==> config.mk <==
export PLATFORM = sky130hd
export DESIGN_NAME = fp_preadder_pipe_flat
export DESIGN_NICKNAME = d
export VERILOG_FILES = /design/src/rtl/fp_preadder_pipe_if.sv /design/src/rtl/fp_preadder_pipe.sv /design/src/flat_wrapper.sv
export SDC_FILE = /design/constraint.sdc
export NUM_CORES = 1
export LEC_CHECK = 0
export BUFFER_PORTS_ARGS = -buffer_cell sky130_fd_sc_hd__buf_2
export CORE_MARGIN = 2
export CORE_UTILIZATION = 62
export CTS_CLUSTER_DIAMETER = 200
export DETAILED_ROUTE_END_ITERATION = 8
export HOLD_SLACK_MARGIN = 0.12
export PLACE_DENSITY_LB_ADDON = 0.25
export SLEW_MARGIN = 40
export SYNTH_ARGS = -nofsm -noshare
export SYNTH_HDL_FRONTEND = slang
export SYNTH_SLANG_ARGS = --single-unit
export TNS_END_PERCENT = 50
==> constraint.sdc <==
create_clock -name clk -period 3.8 [get_ports clk]
set_input_delay 0 -clock clk [delete_from_list [all_inputs] [get_ports clk]]
set_output_delay 0 -clock clk [all_outputs]
set_load 0.03 [all_outputs]
==> src/rtl/fp_preadder_pipe_if.sv <==
// Operand/result bundle for the FP pre-adder: valid/ready on both sides plus the aligned-pair result.
interface fp_preadder_pipe_if #(
  parameter int EXP_W = 8,
  parameter int MAN_W = 23
);
  localparam int W  = 1 + EXP_W + MAN_W;
  localparam int MW = MAN_W + 5;

  logic             in_valid;
  logic             in_ready;
  logic             op_sub;
  logic [W-1:0]     number_A;
  logic [W-1:0]     number_B;
  logic             out_valid;
  logic             out_ready;
  logic             sign_of_great;
  logic             sign_of_small;
  logic [EXP_W-1:0] exp;
  logic [MW-1:0]    mantis_great;
  logic [MW-1:0]    mantis_small;
  logic [W-1:0]     special_result;
  logic             special_case;
  logic             loss;

  modport master (
    output in_valid, op_sub, number_A, number_B, out_ready,
    input  in_ready, out_valid, sign_of_great, sign_of_small, exp,
           mantis_great, mantis_small, special_result, special_case, loss
  );

  modport slave (
    input  in_valid, op_sub, number_A, number_B, out_ready,
    output in_ready, out_valid, sign_of_great, sign_of_small, exp,
           mantis_great, mantis_small, special_result, special_case, loss
  );
endinterface

==> src/rtl/fp_preadder_pipe.sv <==
// FP add/sub pre-adder: classify, resolve specials, order and align operands; 2-cycle latency.
// Both stages advance together on !out_valid | out_ready; in_ready follows that combinationally.
module fp_preadder_pipe #(
  parameter int EXP_W = 8,
  parameter int MAN_W = 23
) (
  input logic              clk,
  input logic              rst,
  fp_preadder_pipe_if.slave bus
);
  localparam int W  = 1 + EXP_W + MAN_W;
  localparam int MW = MAN_W + 5;

  localparam logic [EXP_W-1:0] EXP_ONES = '1;
  localparam logic [EXP_W-1:0] EXP_ONE  = EXP_W'(1);
  localparam logic [EXP_W-1:0] D_MAX    = EXP_W'(MAN_W + 4);
  localparam logic [W-1:0]     QNAN     = {1'b0, EXP_ONES, 1'b1, {(MAN_W-1){1'b0}}};

  logic adv;
  assign adv          = !bus.out_valid || bus.out_ready;
  assign bus.in_ready = adv;

  // ---------------- decode / classify ----------------
  logic             sa, sb;
  logic [EXP_W-1:0] ea, eb, eea, eeb;
  logic [MAN_W-1:0] ma, mb;
  logic             zero_a, zero_b, inf_a, inf_b, nan_a, nan_b, a_great;

  assign sa = bus.number_A[W-1];
  assign sb = bus.number_B[W-1] ^ bus.op_sub;
  assign ea = bus.number_A[W-2 -: EXP_W];
  assign eb = bus.number_B[W-2 -: EXP_W];
  assign ma = bus.number_A[MAN_W-1:0];
  assign mb = bus.number_B[MAN_W-1:0];

  assign zero_a = (ea == '0) && (ma == '0);
  assign zero_b = (eb == '0) && (mb == '0);
  assign inf_a  = (ea == EXP_ONES) && (ma == '0);
  assign inf_b  = (eb == EXP_ONES) && (mb == '0);
  assign nan_a  = (ea == EXP_ONES) && (ma != '0);
  assign nan_b  = (eb == EXP_ONES) && (mb != '0);
  assign eea    = (ea == '0) ? EXP_ONE : ea;
  assign eeb    = (eb == '0) ? EXP_ONE : eb;

  // Raw {exp,man} ordering matches effective-exponent ordering since subnormals sit below exp 1.
  assign a_great = {ea, ma} >= {eb, mb};

  logic         c_special;
  logic [W-1:0] c_res;

  always_comb begin
    c_special = 1'b1;
    c_res     = '0;
    if (nan_a || nan_b)                  c_res = QNAN;
    else if (inf_a && inf_b && (sa != sb)) c_res = QNAN;
    else if (inf_a)                      c_res = {sa, EXP_ONES, {MAN_W{1'b0}}};
    else if (inf_b)                      c_res = {sb, EXP_ONES, {MAN_W{1'b0}}};
    else if (zero_a && zero_b)           c_res = {sa & sb, {(W-1){1'b0}}};
    else if (zero_a)                     c_res = {sb, eb, mb};
    else if (zero_b)                     c_res = {sa, ea, ma};
    else                                 c_special = 1'b0;
  end

  // ---------------- stage 1 ----------------
  logic             s1_vld, s1_special, s1_sg, s1_ss;
  logic [W-1:0]     s1_res;
  logic [EXP_W-1:0] s1_exp, s1_d;
  logic [MAN_W:0]   s1_man_g, s1_man_s;

  always_ff @(posedge clk) begin
    if (rst) begin
      s1_vld     <= 1'b0;
      s1_special <= 1'b0;
      s1_res     <= '0;
      s1_sg      <= 1'b0;
      s1_ss      <= 1'b0;
      s1_exp     <= '0;
      s1_d       <= '0;
      s1_man_g   <= '0;
      s1_man_s   <= '0;
    end else if (adv) begin
      s1_vld <= bus.in_valid;
      if (bus.in_valid) begin
        s1_special <= c_special;
        s1_res     <= c_res;
        if (a_great) begin
          s1_sg    <= sa;
          s1_ss    <= sb;
          s1_exp   <= eea;
          s1_d     <= eea - eeb;
          s1_man_g <= {ea != '0, ma};
          s1_man_s <= {eb != '0, mb};
        end else begin
          s1_sg    <= sb;
          s1_ss    <= sa;
          s1_exp   <= eeb;
          s1_d     <= eeb - eea;
          s1_man_g <= {eb != '0, mb};
          s1_man_s <= {ea != '0, ma};
        end
      end
    end
  end

  // ---------------- alignment ----------------
  logic [MW-1:0] full_s, mask, al_small;
  logic          small_nz, al_loss;

  assign full_s   = {1'b0, s1_man_s, 3'b000};
  assign small_nz = |s1_man_s;

  always_comb begin
    mask     = '0;
    al_small = '0;
    al_loss  = 1'b0;
    if (s1_d >= D_MAX) begin
      al_small = {{(MW-1){1'b0}}, small_nz};
      al_loss  = small_nz;
    end else begin
      mask     = ~({MW{1'b1}} << s1_d);
      al_loss  = |(full_s & mask);
      al_small = (full_s >> s1_d) | {{(MW-1){1'b0}}, al_loss};
    end
  end

  // ---------------- stage 2 / outputs ----------------
  always_ff @(posedge clk) begin
    if (rst) begin
      bus.out_valid      <= 1'b0;
      bus.special_case   <= 1'b0;
      bus.special_result <= '0;
      bus.sign_of_great  <= 1'b0;
      bus.sign_of_small  <= 1'b0;
      bus.exp            <= '0;
      bus.mantis_great   <= '0;
      bus.mantis_small   <= '0;
      bus.loss           <= 1'b0;
    end else if (adv) begin
      bus.out_valid      <= s1_vld;
      bus.special_case   <= s1_special;
      bus.special_result <= s1_special ? s1_res : '0;
      bus.sign_of_great  <= s1_special ? 1'b0 : s1_sg;
      bus.sign_of_small  <= s1_special ? 1'b0 : s1_ss;
      bus.exp            <= s1_special ? '0 : s1_exp;
      bus.mantis_great   <= s1_special ? '0 : {1'b0, s1_man_g, 3'b000};
      bus.mantis_small   <= s1_special ? '0 : al_small;
      bus.loss           <= s1_special ? 1'b0 : al_loss;
    end
  end
endmodule
==> src/flat_wrapper.sv <==
// flat-port wrapper written by rule: the top's interface ports become plain ports
module fp_preadder_pipe_flat 
#(
  parameter int EXP_W = 8,
  parameter int MAN_W = 23
)
  (clk, rst, bus_in_valid, bus_op_sub, bus_number_A, bus_number_B, bus_out_ready, bus_in_ready, bus_out_valid, bus_sign_of_great, bus_sign_of_small, bus_exp, bus_mantis_great, bus_mantis_small, bus_special_result, bus_special_case, bus_loss);
  fp_preadder_pipe_if #(.EXP_W(EXP_W), .MAN_W(MAN_W)) bus_i ();
  input logic clk;
  input logic rst;
  input wire logic [$bits(bus_i.in_valid)-1:0] bus_in_valid;
  input wire logic [$bits(bus_i.op_sub)-1:0] bus_op_sub;
  input wire logic [$bits(bus_i.number_A)-1:0] bus_number_A;
  input wire logic [$bits(bus_i.number_B)-1:0] bus_number_B;
  input wire logic [$bits(bus_i.out_ready)-1:0] bus_out_ready;
  output wire logic [$bits(bus_i.in_ready)-1:0] bus_in_ready;
  output wire logic [$bits(bus_i.out_valid)-1:0] bus_out_valid;
  output wire logic [$bits(bus_i.sign_of_great)-1:0] bus_sign_of_great;
  output wire logic [$bits(bus_i.sign_of_small)-1:0] bus_sign_of_small;
  output wire logic [$bits(bus_i.exp)-1:0] bus_exp;
  output wire logic [$bits(bus_i.mantis_great)-1:0] bus_mantis_great;
  output wire logic [$bits(bus_i.mantis_small)-1:0] bus_mantis_small;
  output wire logic [$bits(bus_i.special_result)-1:0] bus_special_result;
  output wire logic [$bits(bus_i.special_case)-1:0] bus_special_case;
  output wire logic [$bits(bus_i.loss)-1:0] bus_loss;
  assign bus_i.in_valid = bus_in_valid;
  assign bus_i.op_sub = bus_op_sub;
  assign bus_i.number_A = bus_number_A;
  assign bus_i.number_B = bus_number_B;
  assign bus_i.out_ready = bus_out_ready;
  assign bus_in_ready = bus_i.in_ready;
  assign bus_out_valid = bus_i.out_valid;
  assign bus_sign_of_great = bus_i.sign_of_great;
  assign bus_sign_of_small = bus_i.sign_of_small;
  assign bus_exp = bus_i.exp;
  assign bus_mantis_great = bus_i.mantis_great;
  assign bus_mantis_small = bus_i.mantis_small;
  assign bus_special_result = bus_i.special_result;
  assign bus_special_case = bus_i.special_case;
  assign bus_loss = bus_i.loss;
  fp_preadder_pipe #(.EXP_W(EXP_W), .MAN_W(MAN_W)) u_core (.clk(clk), .rst(rst), .bus(bus_i));
endmodule
After elaboration in Yosys (flattened, before gate mapping):

Index checks and enable logic that the tools add are counted.
Widths: inputs -> output; s select.

* register bits after elaboration: 201
* latch bits: 0
* bits in writable memories: 0
* memory bits (read-only): 0
* input port bits: 69
* output and inout bits: 102
* memories: 0

* add/subtract/negate cells: 2
* multiply operators: 0
* divide/modulo/power cells: 0
* magnitude comparators: 2
* equality and inequality tests: 3
* shifts and indexed selects: 2
* multiplexer cells: 31
* bitwise logic cells: 5
* reductions and logical operators: 23

Operator list (count)
* $mux 32: 8
* $mux 28: 2
* $mux 24: 2
* $logic_not 23->1: 2
* $reduce_bool 23->1: 2
* $mux 8: 5
* $ge 31x31->1: 1
* $and 27x28->28: 1
* $not 28->28: 1
* $or 28x1->28: 1
* $reduce_or 28->1: 1
* $shl 28x8->28 const A: 1
* $shr 27x8->28: 1
* $mux 27: 1
* $reduce_or 24->1: 1
* $eq 8x8->1 const B: 2
* $logic_not 8->1: 2
* $reduce_bool 8->1: 2
* $sub 8x8->8: 2
* $mux 1: 13
* $logic_and 1x1->1: 9
* $ge 8x5->1 const B: 1
* $logic_or 1x1->1: 2
* $reduce_and 2->1: 1
* other kinds (4): 4

Longest topological paths before layout:

* depth in word-level cells: 9
* mapped depth: 14
* gate-level depth less buffers: 14

Least setup slack after synthesis:

No wires, ideal clock.

* path kind: input to register
* from: in bus_number_A[28]
* to: reg u_core.s1_d[6]
* arrival: 2.200 ns
* data required time: 3.657 ns
* setup slack: 1.458 ns
* stages: 11
* path buffers: 0
* cell sequence: or4_1 -> nor2_1 -> nor2_1 -> ha_1 -> fa_1 -> o21ai_0 -> a21o_1 -> a21oi_1 -> o21a_1 -> a211oi_1 -> o311ai_0

* cells in the longest elaborated chain, start to end: 4
* elaborated cells between the ends (all ways): 6
* those cells by class: add/sub (2); order compare (1); mux (2); reduce/logical (1)

RTL lines
* start, declared: RTL line flat_wrapper.sv:13 `input wire logic [$bits(bus_i.number_A)-1:0] bus_number_A;`
* $logic_not 8->1: RTL line fp_preadder_pipe.sv:42 `assign eea = (ea == '0) ? EXP_ONE : ea;`
* $mux 8: RTL line fp_preadder_pipe.sv:42
* $sub 8x8->8 (on tied branches): RTL line fp_preadder_pipe.sv:97, fp_preadder_pipe.sv:90
* $mux 8 *: RTL line fp_preadder_pipe.sv:86 `if (a_great) begin`
* end signal, assigned: RTL line fp_preadder_pipe.sv:90 `s1_d <= eea - eeb;`
* end signal, assigned: RTL line fp_preadder_pipe.sv:97 `s1_d <= eeb - eea;`
* end, declared: RTL line fp_preadder_pipe.sv:67 `logic [EXP_W-1:0] s1_exp, s1_d;`

Mark *: on every way between the ends. The rest lies on a longest branch, timed or not.
A chain may end at the register's enable or synchronous reset.

Final worst setup path:

* from: in bus_number_B[16]
* to: reg u_core.s1_man_s[6]

* cells in the longest elaborated chain, start to end: 2

RTL lines
* start, declared: RTL line flat_wrapper.sv:14 `input wire logic [$bits(bus_i.number_B)-1:0] bus_number_B;`
* $ge 31x31->1: RTL line fp_preadder_pipe.sv:46 `assign a_great = {ea, ma} >= {eb, mb};`
* $mux 24: RTL line fp_preadder_pipe.sv:86
* end signal, assigned: RTL line fp_preadder_pipe.sv:92 `s1_man_s <= {eb != '0, mb};`
* end signal, assigned: RTL line fp_preadder_pipe.sv:99 `s1_man_s <= {ea != '0, ma};`
* end, declared: RTL line fp_preadder_pipe.sv:68 `logic [MAN_W:0] s1_man_g, s1_man_s;`

Every way passes these cells.

==> flow_summary.json <==
{
  "status": "complete, no violations",
  "path_max_fanout": 34,
  "fin_setup_tns_ps": 0,
  "cp_num_buf_inv": 5,
  "grt_pass1_wl_microns": 53100,
  "finalSetupViolCount": 0,
  "rows": 48,
  "ys_seq_area_share_pct": 35.6,
  "synth_cells": 1337,
  "gr-usage-met3_pct": 5.89,
  "slowest_delay_ps": 600,
  "endpoint_kind": "flop",
  "use_met2_pct": 55.7,
  "r2r_slack_ps": 960,
  "worstPathRequired_ps": 4090,
  "htreeDepth": 4,
  "via_per_inst": 6.41,
  "critPathSlowestCell": "dlygate4sd3_1",
  "initial_utilization_pct": 63.4,
  "hold_viol": 0,
  "cts-root-buf": "clkbuf_16",
  "drive_gt1_share_pct": 16.7,
  "grt_max_degree": 115,
  "grt_pass1_vias": 10100,
  "timing.slew.headroom_pct": 42.9,
  "overflow": 0,
  "clkLatencyLatePin_ps": 440,
  "numCtsBuffers": 17,
  "p_total_mw": 5.44,
  "power_leakage_nw": 5.61,
  "tritoncts": "done",
  "pin_count": 171,
  "antenna_found_initial": 0,
  "cp-start-kind": "primary input",
  "path_cells": "dlygate4sd3_1 -> buf_2 -> inv_1 -> ha_1 -> a21oi_2 -> o21ai_1 -> a221o_1 -> a2111o_1 -> nor2_4 -> buf_12 -> mux2i_1 -> dlygate4sd3_1 -> a211oi_1",
  "layout_commonest_cell": "dfxtp_1",
  "worst_path_most_repeated_cell": "dlygate4sd3_1",
  "min_from": "bus_number_A[23]",
  "yosys_warnings": 0,
  "io_buffers": 165,
  "syn_area_sq_mm": 0.0110,
  "avgRoutedWirePerCell_microns": 19.5,
  "vdd_ir_drop_max_v": 0.000320,
  "clk_pin_slew_worst_paths_ps": 70,
  "cts_num_sinks": 196,
  "crit_start": "bus_number_B[16]",
  "ant_nets": 0,
  "clockBufferDepth": 2,
  "swShare_pct": 33.2,
  "dp_hpwl_microns": 22200,
  "die_w_microns": 137,
  "gp_congestion": 0.998,
  "fin_worst_skew_ps": 12.2,
  "async_reset_ff_share_pct": 0,
  "p_switching_mw": 1.81,
  "layout.nets": 1635,
  "drc": 0,
  "clockPowerShare_pct": 33.7,
  "crit_family": "buffers and inverters",
  "final_cell_mix": "195 x dfxtp_1, 164 x buf_2, 148 x nor2_1",
  "fin_hold_ws_ps": 147,
  "avgSynthCellArea_sq_um": 8.24,
  "die_h_microns": 137,
  "dr.pass1.iters": 6,
  "via_count": 11300,
  "max_cap_violations": 0,
  "grt_use_total_pct": 35.7,
  "worst_pin_slew_ps": 856,
  "period_needed_ps": 3460,
  "fp.coreArea_sq_mm": 0.0174,
  "critPathKind": "primary input to flop",
  "ys.flop_type": "dfxtp_1",
  "hold_class": "primary input to flop",
  "synthToLayoutAreaGrowth_pct": 20.5,
  "combinationalPowerShare_pct": 24.5,
  "use_met1_pct": 48.8,
  "fmax_ghz": 0.289,
  "post-cts-setup-buffers": 0,
  "powerDensity_mw_per_mm2": 410,
  "routed_wl_microns": 34300,
  "power.internal_mw": 3.63,
  "ys_types": 66,
  "first_iter_violations": 1314,
  "finalCritPeriodShare_pct": 91.2,
  "arrival_ps": 3760,
  "rsz0062_at_grt": "no",
  "die_area_sq_mm": 0.0188,
  "worstReg2RegStart": "u_core.s1_d[0]",
  "synth_edf_count": 0,
  "ys_seq_elements": 196,
  "pwr-share-seq_pct": 41.9,
  "report.final.slew_viol_count": 0,
  "busiest_layer": "met2"
}
[power groups by stage]
stage                     clock network, mW  logic (mW)  registers, mW
after global routing                   1.91        1.43           2.29
final                                  1.83        1.33           2.28
after detailed placement                  0        1.20           2.32
after floorplan                           0       0.831           2.35
after CTS                              1.83        1.30           2.27
after global placement                    0        1.18           2.32
[through the flow]
stage               std cells  cell area, sq um  setup WS (ps)  utilization, %
floorplan                1341             11000           1460               -
global placement         1632             11800            998            67.7
detailed placement       1632             11800            978            67.7
CTS                      1756             13300            446            76.4
global route             1756             13300            193            76.4
finish                   1757             13300            335            76.5
[area by class of cell]
class	instances	area, sq um
multi-input cells	961	6280
diodes	1	2.50
inverters	60	225
fillers	1256	4090
clock buffers	18	429
well taps	225	282
clock inverters	14	161
flip-flops and latches	196	3930
repair buffers	282	1970
[logic make-up after synthesis]
kind of cell / Yosys count / synth area share, %
fa+ha+maj: 49 / 5.68
buf+inv: 184 / 7.60
mux: 98 / 10.3
simple gates: 449 / 19.2
other cells: 1 / 0.0341
flops: 196 / 35.6
compound gates: 354 / 21.1
xor+xnor: 6 / 0.477
[final timing paths]
path	endpoint	depth (start not counted)
min	u_core.s1_exp[0]	5
min reg2reg	u_core.bus.mantis_great[21]	2
max	u_core.s1_man_s[6]	13
max reg2reg	u_core.bus.mantis_small[0]	8
[flip-flops by register name, indices dropped and copies added, names as in the netlist, 24 cells and up]
signal,flops
u_core.s1_res,32
u_core.bus.special_result,32
u_core.bus.mantis_small,27
u_core.s1_man_g,24
u_core.bus.mantis_great,24
u_core.s1_man_s,24
[worst reg2reg max path: stages (launching register included)]
cell	delay [ps]
dfxtp_1	670
buf_4	380
mux4_2	590
nand3_1	100
o21ai_0	110
mux4_2	480
nor2b_1	150
o21ai_0	160
a21oi_1	80
[Yosys cell counts, types with 3 or more instances]
| cell | count | area (sq um) |
|---|---|---|
| clkbuf_1 | 88 | 330 |
| dfxtp_1 | 196 | 3920 |
| mux4_2 | 11 | 248 |
| xor2_1 | 3 | 26.3 |
| o21ai_0 | 51 | 255 |
| a21o_1 | 4 | 30.0 |
| a2bb2oi_1 | 22 | 193 |
| nand2_1 | 128 | 480 |
| buf_2 | 11 | 55.1 |
| nor2_1 | 149 | 559 |
| o22ai_1 | 9 | 56.3 |
| a31oi_1 | 4 | 25.0 |
| nand3_1 | 61 | 305 |
| buf_1 | 13 | 48.8 |
| nor2b_1 | 6 | 37.5 |
| a211oi_1 | 66 | 495 |
| o211ai_1 | 10 | 75.1 |
| buf_4 | 5 | 37.5 |
| nand2b_1 | 5 | 31.3 |
| nand4_1 | 16 | 100 |
| ha_1 | 46 | 576 |
| xnor2_1 | 3 | 26.3 |
| inv_1 | 59 | 221 |
| o32ai_1 | 10 | 87.6 |
| mux2_2 | 8 | 90.1 |
| buf_12 | 7 | 140 |
| a21oi_1 | 104 | 521 |
| nand3b_1 | 35 | 263 |
| a22oi_1 | 46 | 345 |
| or3_1 | 3 | 18.8 |
| mux2i_1 | 79 | 791 |
| nor4_1 | 17 | 106 |
| nor3_1 | 15 | 75.1 |
[repair_timing]
action / 4_1_cts / 5_1_grt
hold buffers: 92 / 0
gates resized for setup: 0 / 0
endpoints found under the hold margin: 89 / 0
[per-layer routing]
layer | wire length, microns | vias up
met5 | 0 | -
met4 | 1350 | 0
met3 | 2640 | 137
met2 | 15900 | 596
met1 | 14400 | 5339
li1 | - | 5189
Power figures use the tool's default switching activity.
